**config.mk**
```make
export PLATFORM = sky130hd
export DESIGN_NAME = rob_flat
export DESIGN_NICKNAME = d
export VERILOG_FILES = /design/src/rtl/rob_pkg.sv /design/src/rtl/rob_if.sv /design/src/rtl/rob.sv /design/src/flat_wrapper.sv
export SDC_FILE = /design/constraint.sdc
export NUM_CORES = 2
export LEC_CHECK = 0
export CORE_UTILIZATION = 28
export DETAILED_ROUTE_END_ITERATION = 10
export GPL_TIMING_DRIVEN = 0
export PLACE_DENSITY_LB_ADDON = 0.12
export REMOVE_ABC_BUFFERS = 1
export SLEW_MARGIN = 10
export SYNTH_ARGS = -nofsm -noshare
export SYNTH_HDL_FRONTEND = slang
export SYNTH_SLANG_ARGS = --single-unit
```
**constraint.sdc**
```tcl
create_clock -name clk -period 10.8 [get_ports clk]
set_input_delay 1.62 -clock clk [delete_from_list [all_inputs] [get_ports clk]]
set_output_delay 1.62 -clock clk [all_outputs]
set_load 0.05 [all_outputs]
```
**src/rtl/rob_pkg.sv**
```systemverilog
// Reorder-buffer shared types and sizes; no logic, no latency.
// Tags are entry index + 1 so tag 0 can mean "no producer".
package rob_pkg;
    localparam int ROB_SIZE = 16;
    localparam int TAG_W    = 5;
    localparam int DATA_W   = 32;
    localparam int ADDR_W   = 32;
    localparam int REG_W    = 5;
    localparam int IDX_W    = $clog2(ROB_SIZE);

    localparam logic [TAG_W-1:0] EMPTY_TAG = '0;

    typedef struct packed {
        logic [REG_W-1:0]  rd;
        logic              is_branch;
        logic              pred_taken;
        logic [ADDR_W-1:0] pc;
        logic [DATA_W-1:0] data;
        logic              jump;
        logic [ADDR_W-1:0] target;
    } rob_entry_t;

    function automatic logic [TAG_W-1:0] idx_to_tag(input logic [IDX_W-1:0] idx);
        return TAG_W'(idx) + TAG_W'(1);
    endfunction
endpackage

```
**src/rtl/rob_if.sv**
```systemverilog
// Decoder/execute/commit bundle around the reorder buffer; slave is the rob side.
// No flow control beyond if_idle; all outputs are qualified by rdy downstream.
interface rob_if;
    import rob_pkg::*;

    logic              rdy;
    logic              if_idle;
    logic [TAG_W-1:0]  alloc_tag;
    logic              issue_valid;
    logic [REG_W-1:0]  issue_rd;
    logic              issue_is_branch;
    logic              issue_pred_taken;
    logic [ADDR_W-1:0] issue_pc;
    logic              ex_valid;
    logic [TAG_W-1:0]  ex_tag;
    logic [DATA_W-1:0] ex_data;
    logic              ex_jump;
    logic [ADDR_W-1:0] ex_target;
    logic [TAG_W-1:0]  tag_renew;
    logic [DATA_W-1:0] data_renew;
    logic              commit_valid;
    logic [REG_W-1:0]  commit_rd;
    logic [DATA_W-1:0] commit_data;
    logic [TAG_W-1:0]  commit_tag;
    logic              clear;
    logic [ADDR_W-1:0] redirect_pc;

    modport slave (
        input  rdy, issue_valid, issue_rd, issue_is_branch, issue_pred_taken, issue_pc,
               ex_valid, ex_tag, ex_data, ex_jump, ex_target,
        output if_idle, alloc_tag, tag_renew, data_renew, commit_valid, commit_rd,
               commit_data, commit_tag, clear, redirect_pc
    );

    modport master (
        output rdy, issue_valid, issue_rd, issue_is_branch, issue_pred_taken, issue_pc,
               ex_valid, ex_tag, ex_data, ex_jump, ex_target,
        input  if_idle, alloc_tag, tag_renew, data_renew, commit_valid, commit_rd,
               commit_data, commit_tag, clear, redirect_pc
    );
endinterface

```
**src/rtl/rob.sv**
```systemverilog
// Reorder buffer: result broadcast 1 cycle after ex_valid, in-order commit 1 cycle after ready.
// Issue refused while full or during clear; rdy low freezes all state and outputs.
module rob
    import rob_pkg::*;
(
    input  logic clk,
    input  logic rst,
    rob_if.slave bus
);
    logic [ROB_SIZE-1:0] busy;
    logic [ROB_SIZE-1:0] ready;
    rob_entry_t          ent [ROB_SIZE];
    logic [IDX_W-1:0]    head;
    logic [IDX_W-1:0]    tail;
    logic [IDX_W:0]      count;

    rob_entry_t          head_ent;
    logic [IDX_W-1:0]    res_idx;
    logic                do_issue;
    logic                do_result;
    logic                do_commit;
    logic                mispredict;

    assign bus.if_idle   = (count != (IDX_W+1)'(ROB_SIZE));
    assign bus.alloc_tag = idx_to_tag(tail);

    assign head_ent   = ent[head];
    assign res_idx    = IDX_W'(bus.ex_tag - TAG_W'(1));
    assign do_issue   = bus.issue_valid && bus.if_idle && !bus.clear;
    assign do_result  = bus.ex_valid && (bus.ex_tag != EMPTY_TAG) && !bus.clear;
    assign do_commit  = busy[head] && ready[head];
    assign mispredict = do_commit && head_ent.is_branch && (head_ent.jump != head_ent.pred_taken);

    always_ff @(posedge clk) begin
        if (rst) begin
            busy             <= '0;
            ready            <= '0;
            head             <= '0;
            tail             <= '0;
            count            <= '0;
            bus.tag_renew    <= EMPTY_TAG;
            bus.data_renew   <= '0;
            bus.commit_valid <= 1'b0;
            bus.commit_rd    <= '0;
            bus.commit_data  <= '0;
            bus.commit_tag   <= EMPTY_TAG;
            bus.clear        <= 1'b0;
            bus.redirect_pc  <= '0;
        end else if (bus.rdy) begin
            bus.commit_valid <= 1'b0;
            bus.clear        <= 1'b0;
            bus.tag_renew    <= EMPTY_TAG;

            if (do_issue) begin
                busy[tail]  <= 1'b1;
                ready[tail] <= 1'b0;
                tail        <= tail + 1'b1;
            end

            if (do_result) begin
                ready[res_idx] <= 1'b1;
                bus.tag_renew  <= bus.ex_tag;
                bus.data_renew <= bus.ex_data;
            end

            if (do_commit) begin
                bus.commit_valid <= 1'b1;
                bus.commit_rd    <= head_ent.rd;
                bus.commit_data  <= head_ent.data;
                bus.commit_tag   <= idx_to_tag(head);
                busy[head]       <= 1'b0;
                head             <= head + 1'b1;
            end

            if (do_issue && !do_commit)
                count <= count + 1'b1;
            else if (!do_issue && do_commit)
                count <= count - 1'b1;

            // A wrong-path branch still retires, but everything younger is squashed.
            if (mispredict) begin
                bus.clear       <= 1'b1;
                bus.redirect_pc <= head_ent.jump ? head_ent.target : head_ent.pc + ADDR_W'(4);
                busy            <= '0;
                head            <= '0;
                tail            <= '0;
                count           <= '0;
            end
        end
    end

    always_ff @(posedge clk) begin
        if (!rst && bus.rdy) begin
            if (do_issue) begin
                ent[tail].rd         <= bus.issue_rd;
                ent[tail].is_branch  <= bus.issue_is_branch;
                ent[tail].pred_taken <= bus.issue_pred_taken;
                ent[tail].pc         <= bus.issue_pc;
            end
            if (do_result) begin
                ent[res_idx].data   <= bus.ex_data;
                ent[res_idx].jump   <= bus.ex_jump;
                ent[res_idx].target <= bus.ex_target;
            end
        end
    end
endmodule

```
**src/flat_wrapper.sv**
```systemverilog
// flat-port wrapper written by rule: the top's interface ports become plain ports
module rob_flat import rob_pkg::*;
  (clk, rst, bus_rdy, bus_issue_valid, bus_issue_rd, bus_issue_is_branch, bus_issue_pred_taken, bus_issue_pc, bus_ex_valid, bus_ex_tag, bus_ex_data, bus_ex_jump, bus_ex_target, bus_if_idle, bus_alloc_tag, bus_tag_renew, bus_data_renew, bus_commit_valid, bus_commit_rd, bus_commit_data, bus_commit_tag, bus_clear, bus_redirect_pc);
  rob_if bus_i ();
  input  logic clk;
  input  logic rst;
  input wire logic [$bits(bus_i.rdy)-1:0] bus_rdy;
  input wire logic [$bits(bus_i.issue_valid)-1:0] bus_issue_valid;
  input wire logic [$bits(bus_i.issue_rd)-1:0] bus_issue_rd;
  input wire logic [$bits(bus_i.issue_is_branch)-1:0] bus_issue_is_branch;
  input wire logic [$bits(bus_i.issue_pred_taken)-1:0] bus_issue_pred_taken;
  input wire logic [$bits(bus_i.issue_pc)-1:0] bus_issue_pc;
  input wire logic [$bits(bus_i.ex_valid)-1:0] bus_ex_valid;
  input wire logic [$bits(bus_i.ex_tag)-1:0] bus_ex_tag;
  input wire logic [$bits(bus_i.ex_data)-1:0] bus_ex_data;
  input wire logic [$bits(bus_i.ex_jump)-1:0] bus_ex_jump;
  input wire logic [$bits(bus_i.ex_target)-1:0] bus_ex_target;
  output wire logic [$bits(bus_i.if_idle)-1:0] bus_if_idle;
  output wire logic [$bits(bus_i.alloc_tag)-1:0] bus_alloc_tag;
  output wire logic [$bits(bus_i.tag_renew)-1:0] bus_tag_renew;
  output wire logic [$bits(bus_i.data_renew)-1:0] bus_data_renew;
  output wire logic [$bits(bus_i.commit_valid)-1:0] bus_commit_valid;
  output wire logic [$bits(bus_i.commit_rd)-1:0] bus_commit_rd;
  output wire logic [$bits(bus_i.commit_data)-1:0] bus_commit_data;
  output wire logic [$bits(bus_i.commit_tag)-1:0] bus_commit_tag;
  output wire logic [$bits(bus_i.clear)-1:0] bus_clear;
  output wire logic [$bits(bus_i.redirect_pc)-1:0] bus_redirect_pc;
  assign bus_i.rdy = bus_rdy;
  assign bus_i.issue_valid = bus_issue_valid;
  assign bus_i.issue_rd = bus_issue_rd;
  assign bus_i.issue_is_branch = bus_issue_is_branch;
  assign bus_i.issue_pred_taken = bus_issue_pred_taken;
  assign bus_i.issue_pc = bus_issue_pc;
  assign bus_i.ex_valid = bus_ex_valid;
  assign bus_i.ex_tag = bus_ex_tag;
  assign bus_i.ex_data = bus_ex_data;
  assign bus_i.ex_jump = bus_ex_jump;
  assign bus_i.ex_target = bus_ex_target;
  assign bus_if_idle = bus_i.if_idle;
  assign bus_alloc_tag = bus_i.alloc_tag;
  assign bus_tag_renew = bus_i.tag_renew;
  assign bus_data_renew = bus_i.data_renew;
  assign bus_commit_valid = bus_i.commit_valid;
  assign bus_commit_rd = bus_i.commit_rd;
  assign bus_commit_data = bus_i.commit_data;
  assign bus_commit_tag = bus_i.commit_tag;
  assign bus_clear = bus_i.clear;
  assign bus_redirect_pc = bus_i.redirect_pc;
  rob u_core (.clk(clk), .rst(rst), .bus(bus_i));
endmodule
```
# Word level (Yosys, flattened, before mapping)
# Memory sizes are Yosys's and may differ from the RTL's. A register that Yosys moved wholly into a read port is not among the register bits.
# Index checks and enable logic that the tools add are counted.
word_totals:
  ramBits: 1664
  in_bits: 114
  n_memories: 1
  word_cells: 101
  ff_bits: 158
  out_inout_bits: 119
memory_table:
  columns: ["memory", "words", "word_bits", "rd", "rd_clocked_by_memory_dff", "write_ports", "line_no", "text"]
  rows:
  - ["u_core.ent", 16, 104, 1, 1, 2, "rob.sv:12", "rob_entry_t ent [ROB_SIZE];"]
op_classes:
  n_bitwise: 6
  n_addsub: 8
  order_cmp: 6
  mux: 38
  n_eq_ne: 2
  n_reduce_logical: 27
op_table:
  columns: ["operator", "n"]
  rows:
  - ["16-bit two-way mux", 9]
  - ["32-bit by 3-bit adder with 32-bit output (second input constant)", 1]
  - ["16-bit bitwise AND", 2]
  - ["32-bit two-way mux", 1]
  - ["16-bit NOT", 2]
  - ["16-bit bitwise OR", 2]
  - ["4-bit two-way mux", 6]
  - ["5-bit two-way mux", 4]
  - ["4-bit by 5-bit less-than comparator with 1-bit output (second input constant)", 3]
  - ["1-bit logical AND", 13]
  - ["1-bit two-way mux", 13]
  - ["1-bit demux with 4-bit select", 3]
  - ["4-bit by 1-bit greater-or-equal comparator with 1-bit output (second input constant)", 3]
  - ["2-bit AND reduction", 6]
  - ["4-bit by 1-bit adder with 5-bit output (second input constant)", 2]
  - ["4-bit by 1-bit adder with 4-bit output (second input constant)", 2]
  - ["1-bit binary-select mux with 4-bit select", 2]
  - ["5-bit by 1-bit adder with 5-bit output (second input constant)", 1]
  - ["5-bit != test (second input constant)", 1]
  - ["5-bit nonzero test", 1]
  - ["5-bit by 1-bit subtractor with 5-bit output (second input constant)", 1]
  - ["1-bit logical NOT", 4]
  - ["2-bit nonzero test", 2]
  - ["4-bit by 1-bit subtractor with 4-bit output (second input constant)", 1]
  - ["2 further kinds", 2]

# Logic depth before layout (Yosys ltp)
logic_depth:
  word_depth: 11
  depth_mapped: 14
  mapped_depth_nobuf: 14

# Worst setup path after synthesis
# OpenSTA, ideal clock, no wires.
synth_timing:
  path_kind: "in2reg"
  start: "input port bus_rdy"
  end: "memory u_core.ent[7][0] in the netlist's numbering, enable pin"
  required_ps: 10229
  path_buffers: 1
  slack_ps: 3282
  path_stages: 4
  arrival_time_ps: 6947
  cell_sequence: "clkbuf_1 o211ai_1 or3_1 nor3_1"
synth_lines:
  columns: ["item", "line_no", "text"]
  rows:
  - ["start, declared", "flat_wrapper.sv:7", "input wire logic [$bits(bus_i.rdy)-1:0] bus_rdy;"]
  - ["end, declared", "rob.sv:12", null]

==> results.py <==
metrics = {
    "status": {
        "outcome": "finished clean",
    },
    "floorplan": {
        "die_w_um": 501,
        "fp-row-count": 182,
        "core_area_mm2": 0.247,
        "start_util": 0.283,
        "chipHeight_um": 501,
        "die-area_mm2": 0.251,
        "ioPinCount": 233,
    },
    "synthesis": {
        "syn_area_mm2": 0.0699,
        "ys.flop_type": "edfxtp_1",
        "synthCells": 3247,
        "ys_ff_latch": 1826,
        "synth-warning-count": 0,
        "synth_top_area_share": 0.715,
        "synth.area.top_cells": "edfxtp_1 (72%), mux4_2 (16%), dfxtp_1 (4.6%)",
        "synth_top_area_cell": "edfxtp_1",
        "async_flop_share": 0,
        "syn_area_per_cell_um2": 21.5,
        "synth_cell_type_count": 71,
        "synth-seq-area-share": 0.762,
        "synth_edf_count": 1664,
    },
    "clock_tree": {
        "cts.sink_count": 1826,
        "cts_buffer_depth": 3,
        "clkTransAtPathRegs_ns": 0.06,
        "cts_inserted_buffers": 198,
        "cts_hold_buffers": 0,
        "root_buffer": "clkbuf_16",
        "h-tree-depth": 4,
        "post_cts_resize_count": 0,
        "clk-insertion-delay-late_ns": 0.83,
        "cts_setup_buffers": 0,
        "cts_tree": "built",
    },
    "final_layout": {
        "fin_util": 0.347,
        "syn_to_final_growth_pct": 22.5,
        "nets": 3798,
        "num-fill-cells": 23100,
        "drive_above_1_share": 0.266,
    },
    "sta": {
        "worst_pin_slew_ns": 1.24,
        "finalHoldViolCount": 0,
        "maxSlewViolCount": 0,
        "fin_setup_tns_ns": 0,
        "max_slew_margin": 0.173,
        "final.period_utilization": 0.467,
        "grt_setup_unrepaired": "no",
        "setup_viol": 0,
        "finClkSkew_ns": 0.0319,
        "finalCriticalPeriod_ns": 5.04,
        "max_freq_ghz": 0.198,
    },
    "worst_setup_path": {
        "path_max_fanout": 40,
        "worstPathArrival_ns": 5.78,
        "crit_type": "reg2reg",
        "cp-start-kind": "flip-flop",
        "end_kind": "flip-flop",
        "worstPathRequired_ns": 11.53,
    },
    "detailed_routing": {
        "initialDrtViolationCount": 2735,
        "dr_total_vias": 34000,
        "drc_errors": 0,
        "wire_per_inst_um": 27.7,
        "drt-vias-per-instance": 4.75,
        "ant_nets": 0,
        "firstDrtPassIters": 5,
        "routed_wirelength_um": 198000,
    },
    "power_and_ir_drop": {
        "leakage_nw": 25.7,
        "max-vdd-ir-drop_uv": 121,
        "p_total_mw": 14.9,
        "power_frac_comb": 0.022,
        "p_int_mw": 11.8,
        "swShare": 0.206,
        "p_per_area_mw_per_mm2": 174,
        "switchingPower_mw": 3.07,
        "p_clk_frac": 0.457,
        "pwr-share-seq": 0.521,
    },
    "global_route": {
        "grt_usage": 0.158,
        "grt_overflow_total": 0,
        "grt_max_degree": 60,
        "grt_pass1_vias": 36000,
        "grt_pass1_wl_um": 282000,
        "antenna_found_initial": 34,
    },
    "place": {
        "gp_congestion": 0.736,
        "io_buffers": 232,
        "dp_hpwl_um": 126000,
    },
    "min_path": {
        "hold_path_class": "reg2reg",
    },
    "flow_run": {
        "maxCapViolCount": 0,
    },
}
layout by cell type, fill, tap and decap left out, types with 10 or more instances in the layout:
cell,count
a21oi_1,83
a221oi_1,10
a22o_1,10
a22oi_1,28
a311oi_1,15
a31o_2,16
a31oi_1,11
buf_12,78
buf_16,56
buf_4,20
buf_6,10
bufinv_16,21
clkbuf_1,50
clkbuf_16,201
clkdlybuf4s50_1,231
clkinv_1,40
clkinv_2,34
dfxtp_1,158
edfxtp_1,1664
ha_1,14
mux2i_1,49
mux4_2,492
nand2_1,172
nand3_1,23
nor2_1,79
nor2_4,30
o211ai_1,12
o21ai_0,22
or3_1,14
xnor2_1,15
registers in the layout (all words and copies together), names as in the netlist, 16 cells and up, named ones only:
| register | count |
|---|---|
| u_core.ready | 16 |
| u_core.busy | 16 |
| u_core.bus.data_renew | 32 |
| u_core.bus.redirect_pc | 32 |
| u_core.bus.commit_data | 32 |
| u_core.ent | 1664 |
metrics by stage:
| step | cell area, um^2 | std cells | setup slack, ns | hold WS (ns) |
|---|---|---|---|---|
| 3_5_place_dp | 79100 | 6781 | 5.22 | 0.449 |
| 3_3_place_gp | 75300 | 6611 | -21.97 | 0.443 |
| 5_1_grt | 85600 | 7154 | 5.39 | 0.472 |
| 2_1_floorplan | 68900 | 3067 | -9.95 | 0.438 |
| 4_1_cts | 85600 | 7151 | 5.63 | 0.455 |
| 6_report | 85600 | 7156 | 5.76 | 0.454 |
worst max-delay path: stages, from the launching register on:
cell	delay [ns]
dfxtp_4	0.85
buf_16	0.31
buf_16	0.26
mux4_2	0.56
mux4_2	0.89
xnor2_2	0.34
nor2_1	0.27
nand2_2	0.22
buf_12	0.23
nor2_2	0.44
nand2_1	0.23
o211ai_1	0.24
cell families after synthesis:
group	Yosys count	share of synthesized area
compound gates	243	0.0236
xor+xnor	23	0.00299
fa+ha+maj	15	0.00279
simple gates	398	0.0255
flops	1826	0.762
mux	550	0.169
buf+inv	192	0.0146
path summary, 6_finish.rpt:
path | to | slack (ns) | cells past startpoint | from
setup / recovery | u_core.bus.redirect_pc[14] | 5.76 | 11 | flip-flop
hold / removal | u_core.bus.data_renew[26] | 0.45 | 2 | u_core.bus.data_renew[26]
setup reg to reg | u_core.bus.redirect_pc[14] | 5.76 | 11 | flip-flop
hold reg to reg | u_core.bus.data_renew[26] | 0.45 | 2 | u_core.bus.data_renew[26]
area by class of cell:
type                    count  area, um^2  share of cell area
multi-input cells        1229       15900               0.186
well taps                3312        4140              0.0484
diodes                      5        12.5            0.000146
inverters                  12        52.6            0.000614
clock inverters           111        1140              0.0133
clock buffers             259        5330              0.0623
repair buffers            402        5780              0.0676
flip-flops and latches   1826       53200               0.622
routing by layer:
metal / wire, um / up-vias / part of all wire / GRT usage
met5: 95 / - / 0.00048 / 0
met4: 4690 / 16 / 0.024 / 0.0396
met3: 7800 / 295 / 0.039 / 0.0274
met2: 98900 / 699 / 0.50 / 0.268
met1: 86800 / 18500 / 0.44 / 0.209
li1: - / 14500 / - / -
cell usage after synthesis (all sizes together), types with 4 or more instances:
library cell,instances
dfxtp,162
a211oi,7
mux2i,49
or4,4
nand2,174
nor2,111
nand2b,7
o211ai,12
o22ai,4
clkbuf,91
a221oi,13
buf,89
nor3,12
xnor2,16
xor2,7
a22oi,28
and2,9
a21oi,84
nand4,6
mux4,500
o21ai,26
nor4,8
a31oi,11
a31o,16
or2,5
inv,11
a22o,10
nand3,23
ha,14
or3,14
nor2b,10
and3,6
a311oi,15
edfxtp,1664
power by group through the flow:
| stage | Sequential [mW] | Clock (mW) | Combinational, mW |
|---|---|---|---|
| floorplan | 7.94 | 0 | 0.0888 |
| global placement | 7.93 | 0 | 0.311 |
| detailed placement | 7.92 | 0 | 0.329 |
| CTS | 7.77 | 7.02 | 0.330 |
| global route | 7.77 | 7.28 | 0.353 |
| finish | 7.77 | 6.81 | 0.323 |
Power figures use the tool's default switching activity.
